## config.mk

```make
export PLATFORM = sky130hd
export DESIGN_NAME = sccb_init_sequencer
export DESIGN_NICKNAME = d
export VERILOG_FILES = /design/src/rtl/sccb_init_sequencer.sv
export SDC_FILE = /design/constraint.sdc
export NUM_CORES = 1
export LEC_CHECK = 0
export ABC_CLOCK_PERIOD_IN_PS = 3500
export BUFFER_PORTS_ARGS = -buffer_cell sky130_fd_sc_hd__buf_2
export CAP_MARGIN = 0
export CORE_UTILIZATION = 27
export CTS_CLUSTER_DIAMETER = 60
export DETAILED_ROUTE_END_ITERATION = 6
export SKIP_CTS_REPAIR_TIMING = 1
export SYNTH_ARGS = -nofsm -noshare
export SYNTH_HDL_FRONTEND = slang
export SYNTH_SLANG_ARGS = --single-unit
```

## constraint.sdc

```tcl
create_clock -name clk -period 3.5 [get_ports clk]
set_clock_uncertainty 0.2 [all_clocks]
set_input_delay 0.7 -clock clk [delete_from_list [all_inputs] [get_ports clk]]
set_output_delay 0.7 -clock clk [all_outputs]
set_load 0.01 [all_outputs]
```

## src/rtl/sccb_init_sequencer.sv

```systemverilog
// OV7670 power-up sequencer: streams the register table to the SCCB master, then hands SCCB to the manual host.
// Optional build macro: SCCB_INIT_TIMEOUT_EN adds a busy-rise watchdog with retries and a sticky o_err.
module sccb_init_sequencer #(
    parameter logic [7:0]  DEV_ADDR     = 8'h42,
    parameter logic [1:0]  WRITE_MODE   = 2'b01,
    parameter int unsigned GAP_CYCLES   = 1000,
    parameter int unsigned DELAY_CYCLES = 1000000,
    parameter int unsigned TIMEOUT      = 4096
) (
    input  logic       clk,
    input  logic       reset_,
    input  logic       i_restart,
    input  logic       i_man_usher,
    input  logic [7:0] i_man_address,
    input  logic [7:0] i_man_subaddr,
    input  logic [7:0] i_man_data,
    input  logic [1:0] i_man_mode,
    output logic       o_man_busy,
    output logic       o_usher,
    output logic [7:0] o_address,
    output logic [7:0] o_subaddress,
    output logic [7:0] o_data,
    output logic [1:0] o_mode,
    input  logic       i_busy,
    output logic       o_done,
    output logic       o_err,
    output logic [2:0] o_dbg_state
);

    localparam logic [2:0] ST_LOAD      = 3'd0;
    localparam logic [2:0] ST_ISSUE     = 3'd1;
    localparam logic [2:0] ST_WAIT_ACK  = 3'd2;
    localparam logic [2:0] ST_WAIT_DONE = 3'd3;
    localparam logic [2:0] ST_GAP       = 3'd4;
    localparam logic [2:0] ST_DELAY     = 3'd5;
    localparam logic [2:0] ST_DONE      = 3'd6;

    localparam logic [15:0] ENTRY_END   = 16'hFFFF;
    localparam logic [15:0] ENTRY_DELAY = 16'hFFF0;

    // {subaddr, data}; 16'hFFF0 is a wait marker, 16'hFFFF ends the table.
    function automatic logic [15:0] rom_entry(input logic [7:0] addr);
        case (addr)
            8'd0:    rom_entry = 16'h1280;
            8'd1:    rom_entry = ENTRY_DELAY;
            8'd2:    rom_entry = 16'h1204;
            8'd3:    rom_entry = 16'h1100;
            8'd4:    rom_entry = 16'h0C00;
            8'd5:    rom_entry = 16'h3E00;
            8'd6:    rom_entry = 16'h40D0;
            8'd7:    rom_entry = 16'h3A04;
            8'd8:    rom_entry = 16'h1418;
            8'd9:    rom_entry = 16'h4FB3;
            8'd10:   rom_entry = 16'h50B3;
            8'd11:   rom_entry = 16'h5100;
            8'd12:   rom_entry = 16'h523D;
            8'd13:   rom_entry = 16'h53A7;
            8'd14:   rom_entry = 16'h54E4;
            8'd15:   rom_entry = 16'h589E;
            8'd16:   rom_entry = 16'h3DC0;
            8'd17:   rom_entry = 16'h1713;
            8'd18:   rom_entry = 16'h1801;
            8'd19:   rom_entry = 16'h32B6;
            8'd20:   rom_entry = 16'h1902;
            8'd21:   rom_entry = 16'h1A7A;
            8'd22:   rom_entry = 16'h030A;
            default: rom_entry = ENTRY_END;
        endcase
    endfunction

    // Handshake: o_usher is a one-cycle start, accepted only while i_busy=0; the frame is
    // in flight from the i_busy rise until its fall, and o_* stay stable over that window.
    logic [2:0]  state_q, state_d;
    logic [7:0]  idx_q, idx_d, idx_inc;
    logic [31:0] cnt_q;
    logic [15:0] rom_q;
    logic        usher_q, usher_d;
    logic [7:0]  sub_q, sub_d;
    logic [7:0]  data_q, data_d;
    logic        seq_done;
`ifdef SCCB_INIT_TIMEOUT_EN
    logic [1:0]  retry_q, retry_d;
    logic        err_q, err_d;
`endif

    assign idx_inc = (idx_q == 8'hFF) ? idx_q : idx_q + 8'd1;

    always_comb begin
        state_d = state_q;
        idx_d   = idx_q;
        usher_d = 1'b0;
        sub_d   = sub_q;
        data_d  = data_q;
`ifdef SCCB_INIT_TIMEOUT_EN
        retry_d = retry_q;
        err_d   = err_q;
`endif
        case (state_q)
            ST_LOAD: begin
                if (rom_q == ENTRY_END || idx_q == 8'hFF) begin
                    state_d = ST_DONE;
                end else if (rom_q == ENTRY_DELAY) begin
                    state_d = ST_DELAY;
                    idx_d   = idx_inc;
                end else begin
                    state_d = ST_ISSUE;
`ifdef SCCB_INIT_TIMEOUT_EN
                    retry_d = 2'd0;
`endif
                end
            end
            ST_ISSUE: begin
                if (!i_busy) begin
                    usher_d = 1'b1;
                    sub_d   = rom_q[15:8];
                    data_d  = rom_q[7:0];
                    state_d = ST_WAIT_ACK;
                end
            end
            ST_WAIT_ACK: begin
                if (i_busy) begin
                    state_d = ST_WAIT_DONE;
                end
`ifdef SCCB_INIT_TIMEOUT_EN
                else if (cnt_q >= TIMEOUT - 1) begin
                    if (retry_q == 2'd3) begin
                        err_d   = 1'b1;
                        idx_d   = idx_inc;
                        state_d = ST_GAP;
                    end else begin
                        retry_d = retry_q + 2'd1;
                        state_d = ST_ISSUE;
                    end
                end
`endif
            end
            ST_WAIT_DONE: begin
                if (!i_busy) begin
                    idx_d   = idx_inc;
                    state_d = ST_GAP;
                end
            end
            ST_GAP: begin
                if (cnt_q >= GAP_CYCLES - 1) state_d = ST_LOAD;
            end
            ST_DELAY: begin
                if (cnt_q >= DELAY_CYCLES - 1) state_d = ST_LOAD;
            end
            ST_DONE: begin
                if (i_restart) begin
                    idx_d   = 8'd0;
                    state_d = ST_LOAD;
                end
            end
            default: state_d = ST_LOAD;
        endcase
    end

    // The ROM is addressed by idx_d so rom_q always holds entry[idx_q], even right after a restart.
    always_ff @(posedge clk or negedge reset_) begin
        if (!reset_) begin
            state_q <= ST_LOAD;
            idx_q   <= 8'd0;
            cnt_q   <= 32'd0;
            rom_q   <= rom_entry(8'd0);
            usher_q <= 1'b0;
            sub_q   <= 8'd0;
            data_q  <= 8'd0;
`ifdef SCCB_INIT_TIMEOUT_EN
            retry_q <= 2'd0;
            err_q   <= 1'b0;
`endif
        end else begin
            state_q <= state_d;
            idx_q   <= idx_d;
            cnt_q   <= (state_d != state_q) ? 32'd0 : cnt_q + 32'd1;
            rom_q   <= rom_entry(idx_d);
            usher_q <= usher_d;
            sub_q   <= sub_d;
            data_q  <= data_d;
`ifdef SCCB_INIT_TIMEOUT_EN
            retry_q <= retry_d;
            err_q   <= err_d;
`endif
        end
    end

    assign seq_done     = (state_q == ST_DONE);
    assign o_done       = seq_done;
    assign o_usher      = seq_done ? i_man_usher   : usher_q;
    assign o_address    = seq_done ? i_man_address : DEV_ADDR;
    assign o_subaddress = seq_done ? i_man_subaddr : sub_q;
    assign o_data       = seq_done ? i_man_data    : data_q;
    assign o_mode       = seq_done ? i_man_mode    : WRITE_MODE;
    assign o_man_busy   = seq_done ? i_busy        : 1'b1;
    assign o_dbg_state  = state_q;

`ifdef SCCB_INIT_TIMEOUT_EN
    assign o_err = err_q;
`else
    assign o_err = 1'b0;
    // TIMEOUT has no effect without the watchdog; this empty block only references it.
    if (TIMEOUT == 0) begin : g_timeout_unused
    end
`endif

endmodule
```

# Word-level counts from Yosys, hierarchy flattened
# Memories as Yosys holds them, arrays and structs flattened.
# Index checks and enable logic that the tools add are counted.
# op_classes
n_reduce_logical,4
eq_ne,10
n_lt_le_gt_ge,2
bitwise_logic,1
add_sub_neg,2
mux,25
# ops
cell,count
$mux 8,8
$add 32x1->32 const B,1
$eq 16x16->1 const B,2
$ge 32x10->1 const B,1
$ge 32x20->1 const B,1
$mux 32,1
$mux 3,8
$pmux 8 s3,1
$pmux 3 s7,1
$mux 16,1
$eq 3x3->1 const B,3
$add 8x1->8 const B,1
$eq 8x8->1 const B,1
$eq 3x2->1 const B,2
$logic_not 3->1,2
$mux 1,4
$eq 3x1->1 const B,1
$ne 3x3->1,1
$mux 2,1
$reduce_and 2->1,1
$logic_or 1x1->1,1
$not 1->1,1
# totals
rom_bits,512
n_memories,1
register_bits,76
# memory_table
name,words,word_bits,rd,rd_clocked_by_memory_dff,wr,line_no,rtl
(name not given),32,16,1,0,0,43,case (addr)

# Depth between registers and ports, before layout
# logic_depth
ltp_word,7
mapped_depth,14
ltp_nobuf,11

# Worst setup path after synthesis
# No wires, ideal clock.
# synth_timing
path_type,register to register
start,reg rom_q[1]
end,reg rom_q[5]
synth_period_minus_slack_ps,3074
path_stages_with_launch,9
setup_slack_ps,426
path_buffers,0
required_time_ps,3169
arrival_time_ps,2743
path_cell_list,dfrtp_1 -> or4_4 -> or4_4 -> a22o_1 -> a32o_1 -> ha_1 -> and2_1 -> a221oi_1 -> o211ai_1
# synth_via
elab_chain_len,6
word_cells_on_any_way,9
classes_between,eq/ne: 2; mux: 4; reduce/logical: 2; memory: 1
# synth_lines
item,line_no,rtl
"start, declared",76,logic [15:0] rom_q;
"start signal, assigned",165,rom_q <= rom_entry(8'd0);
"start signal, assigned",177,rom_q <= rom_entry(idx_d);
$eq 16x16->1 (on tied branches),"102, 100",
$mux 8 / $logic_or 1x1->1 (equally long branches),"102, 100",
$mux 8 (*),100,if (rom_q == ENTRY_END || idx_q == 8'hFF) begin
$pmux 8 s3 (*),98,case (state_q)
named net idx_d[1],74,"logic [7:0] idx_q, idx_d, idx_inc;"
$mem_v2 32x16 (*),--,
$mux 16 (*),43,
# The timed path passes the listed nets; every way through them passes the cells marked *.
# A chain may end at the register's enable or synchronous reset.

# Worst setup path after layout
# layout_timing
start,reg rom_q[1]
end,reg rom_q[3]
# The elaborated chain is that of the path after synthesis.

==> key figures <==
Routing
  • Initial DRT Pass Iterations: 4
  • Vias/cell: between 4 and 5
  • DR DRC count: 0
  • Avg WL per Cell: 14.4 um
  • Final antenna-violating net count: 0
  • Initial drt markers: 333
  • Drt total wl: 10800 um
  • Routed via count: 3644

Clock network
  • Reg clk slew, reported paths: 0.06 ns
  • CTS tree: done
  • Worst-skew pair later-pin latency: 0.33 ns
  • Clk root buf: clkbuf_16
  • CTS Buffer Depth: 2
  • H-tree levels: 3
  • Cts bufs inserted: 9
  • Sink Count: 76

Die
  • Chip Width: 131 um
  • Initial Utilization: 27.9%
  • Ports: 64
  • Die height: between 100 and 150 um
  • DIE AREA: 17100 um2
  • Number of cell rows: 46
  • Core ar.: 16100 um2

Run status
  • Status: complete, no violations

Layout
  • Fraction of layout cells with a size suffix above 1: 27.5%
  • Area Growth Syn to Fin: 19.3%
  • Finished Core Util: approximately 33%
  • Post-route insts no fill: 750
  • Most frequent cells in the layout: 73 x dfrtp_1, 63 x nor2_1, 61 x buf_2
  • Layout net count: 571
  • Commonest non-fill, non-tap cell in the layout: dfrtp_1
  • Ant diodes: 0

Power and ir drop
  • Sequential share of power: 32.3%
  • Leak pwr: between 0.002 and 0.0025 uW
  • Peak VDD IR: 0.283 mV
  • Total power: 3960 uW
  • Pwr per Cell Area: 742 nW/um2
  • Combinational power share: 42.9%
  • Internal power: 2460 uW
  • Clock network power share: 24.8%
  • Switching power: 1500 uW
  • Sw Ratio: a little under two fifths

Timing
  • Final hold vios: 0
  • Max-slew violation count: 0
  • Final Cycle Share: 94.2%
  • RSZ-0062 raised after global routing: no
  • Fmax: 303 MHz
  • Final Critical Period: 3.30 ns
  • Least-Margin Pin Slew: 0.951 ns
  • Setup total negative slack: 0 ns
  • Final Setup Violations: 0
  • Post-route worst setup slack: 0.202 ns
  • Rel. slew slack: approximately 37%

Placement
  • Pre-CTS setup slack: 0.179 ns
  • Final RePlAce weighted congestion: 0.862
  • Hpwl dp: 7990 um
  • Dpl cells: ~730
  • IO Port Bufs: just over 60

Logic synthesis
  • Top_reg_cell synth: dfrtp_1
  • FF+latch count, synth: 76
  • Post-synthesis async set-or-reset flop share: 100%
  • Cells after Synth: 468
  • Post-synth EDFFs: 0
  • Netlist Area Pre-Place: 4470 um2
  • Post-synth net total: 510
  • Synth unique cells: between 70 and 80
  • Sequential area share after synthesis: 42.6%
  • Post-synthesis area per instance: 9.56 um2
  • YS warnings: 0

Setup path
  • Setup Crit Path Kind: reg -> reg
  • CP Launch Type: flip-flop
  • Worst Path Max Fanout: 11
  • CP arrival: 3.30 ns
  • Reg2reg path depth: 9
  • Data required time of the critical path: 3.50 ns
  • Crit Reg-Reg Startpoint: rom_q[1]
  • R2R setup slack: 0.20 ns
  • R2r endpoint: rom_q[3]
  • CP Capture Type: flip-flop

Hold path
  • Hold crit path type: in -> async

Global route
  • Initial antenna violation count: 0
  • Largest net degree at the start of global routing: 77
  • Vias in the first global route: 3514
  • First-pass GRT wire length: about 18000 um
  • Grt total ovfl: 0
  • Total GRT Usage: 13.4%

Run
  • Max Cap Viol: 0
-- stage by stage --
| step | hold slack, ns | area (um2) |
|---|---|---|
| 6_report | 0.296 | 5340 |
| 5_1_grt | 0.329 | 5340 |
| 4_1_cts | 0.306 | 5340 |
| 3_5_place_dp | 0.296 | 5020 |
| 3_3_place_gp | 0.286 | 5020 |
| 2_1_floorplan | 0.204 | 4470 |
-- critical path: stages (launching register included) --
cell and delay [ns]:
dfrtp_1 0.39, or4_4 0.55, or4_4 0.51, a22o_1 0.24, a32o_1 0.36, inv_1 0.19
ha_1 0.24, o21ai_0 0.13, a21boi_2 0.22, o21ai_0 0.14
-- how the worst max path moves through the flow --
stage	cells after the start	slack [ns]	end	from
floorplan	8	0.43	rom_q[5]	rom_q[1]
global placement	10	0.25	rom_q[5]	i_busy
detailed placement	10	0.18	rom_q[5]	i_busy
CTS	8	0.21	rom_q[5]	rom_q[1]
global route	9	0.05	rom_q[9]	rom_q[1]
finish	9	0.20	rom_q[3]	rom_q[1]
-- cells in the mapped netlist, types with 5 or more instances --
library cell	count	area share [%]
and2_1	8	1.1
xnor2_1	14	2.7
nor3_1	14	1.6
inv_1	11	0.92
and3_1	6	0.84
nor2_1	63	5.3
nand4_1	15	2.1
nand2_1	30	2.5
ha_1	11	3.1
a21oi_1	12	1.3
mux2_2	33	8.3
o21ai_1	6	0.67
xor2_1	17	3.3
dfrtp_1	73	41
o21ai_0	15	1.7
nand3_1	23	2.6
clkbuf_1	14	1.2
nand2b_1	6	0.84
o211ai_1	5	0.84
-- layer usage --
metal  part of all wire (%)  global-route usage, %  vias to the layer above
li1                       -                      -                     1777
met1                     45                   16.6                     1772
met2                     50                   21.8                       85
met3                    3.5                   3.26                       10
met4                    1.1                   6.15                        0
met5                      0                      0                        -
-- power groups by stage --
stage               combinational (uW)  clock, uW  sequential (uW)
CTS                               1700       1020             1280
global route                      1870       1060             1310
global placement                  1670          0             1290
finish                            1700        984             1280
floorplan                         1270          0             1210
detailed placement                1690          0             1290
-- sequential cells by signal, indices dropped and copies added (netlist names) --
name / flops
rom_q: 16
idx_q: 8
o_dbg_state: 3
data_q: 8
sub_q: 8
cnt_q: 32
usher_q: 1
-- cells by family (layout without fill, tap and decap cells) --
kind of cell | after synthesis | count (layout) | share of synthesized area [%]
multiplexers | 38 | 38 | 9.45
adder cells (fa/ha/maj) | 11 | 11 | 3.08
XOR/XNOR | 31 | 31 | 6.07
AO/OA/AOI/OAI | 80 | 80 | 12.7
AND/OR/NAND/NOR | 193 | 193 | 21.8
flip-flops | 76 | 76 | 42.6
buffers and inverters | 38 | 104 | 4.22
other | 1 | 1 | 0.0838
-- layout make-up --
type	count	area (um2)
inverters	14	57.6
well taps	216	270
flip-flops and latches	76	1910
clock buffers	10	229
fillers	1640	10700
repair buffers	74	403
multi-input cells	354	2380
clock inverters	6	88.8
(Power assumes the default switching activity.)
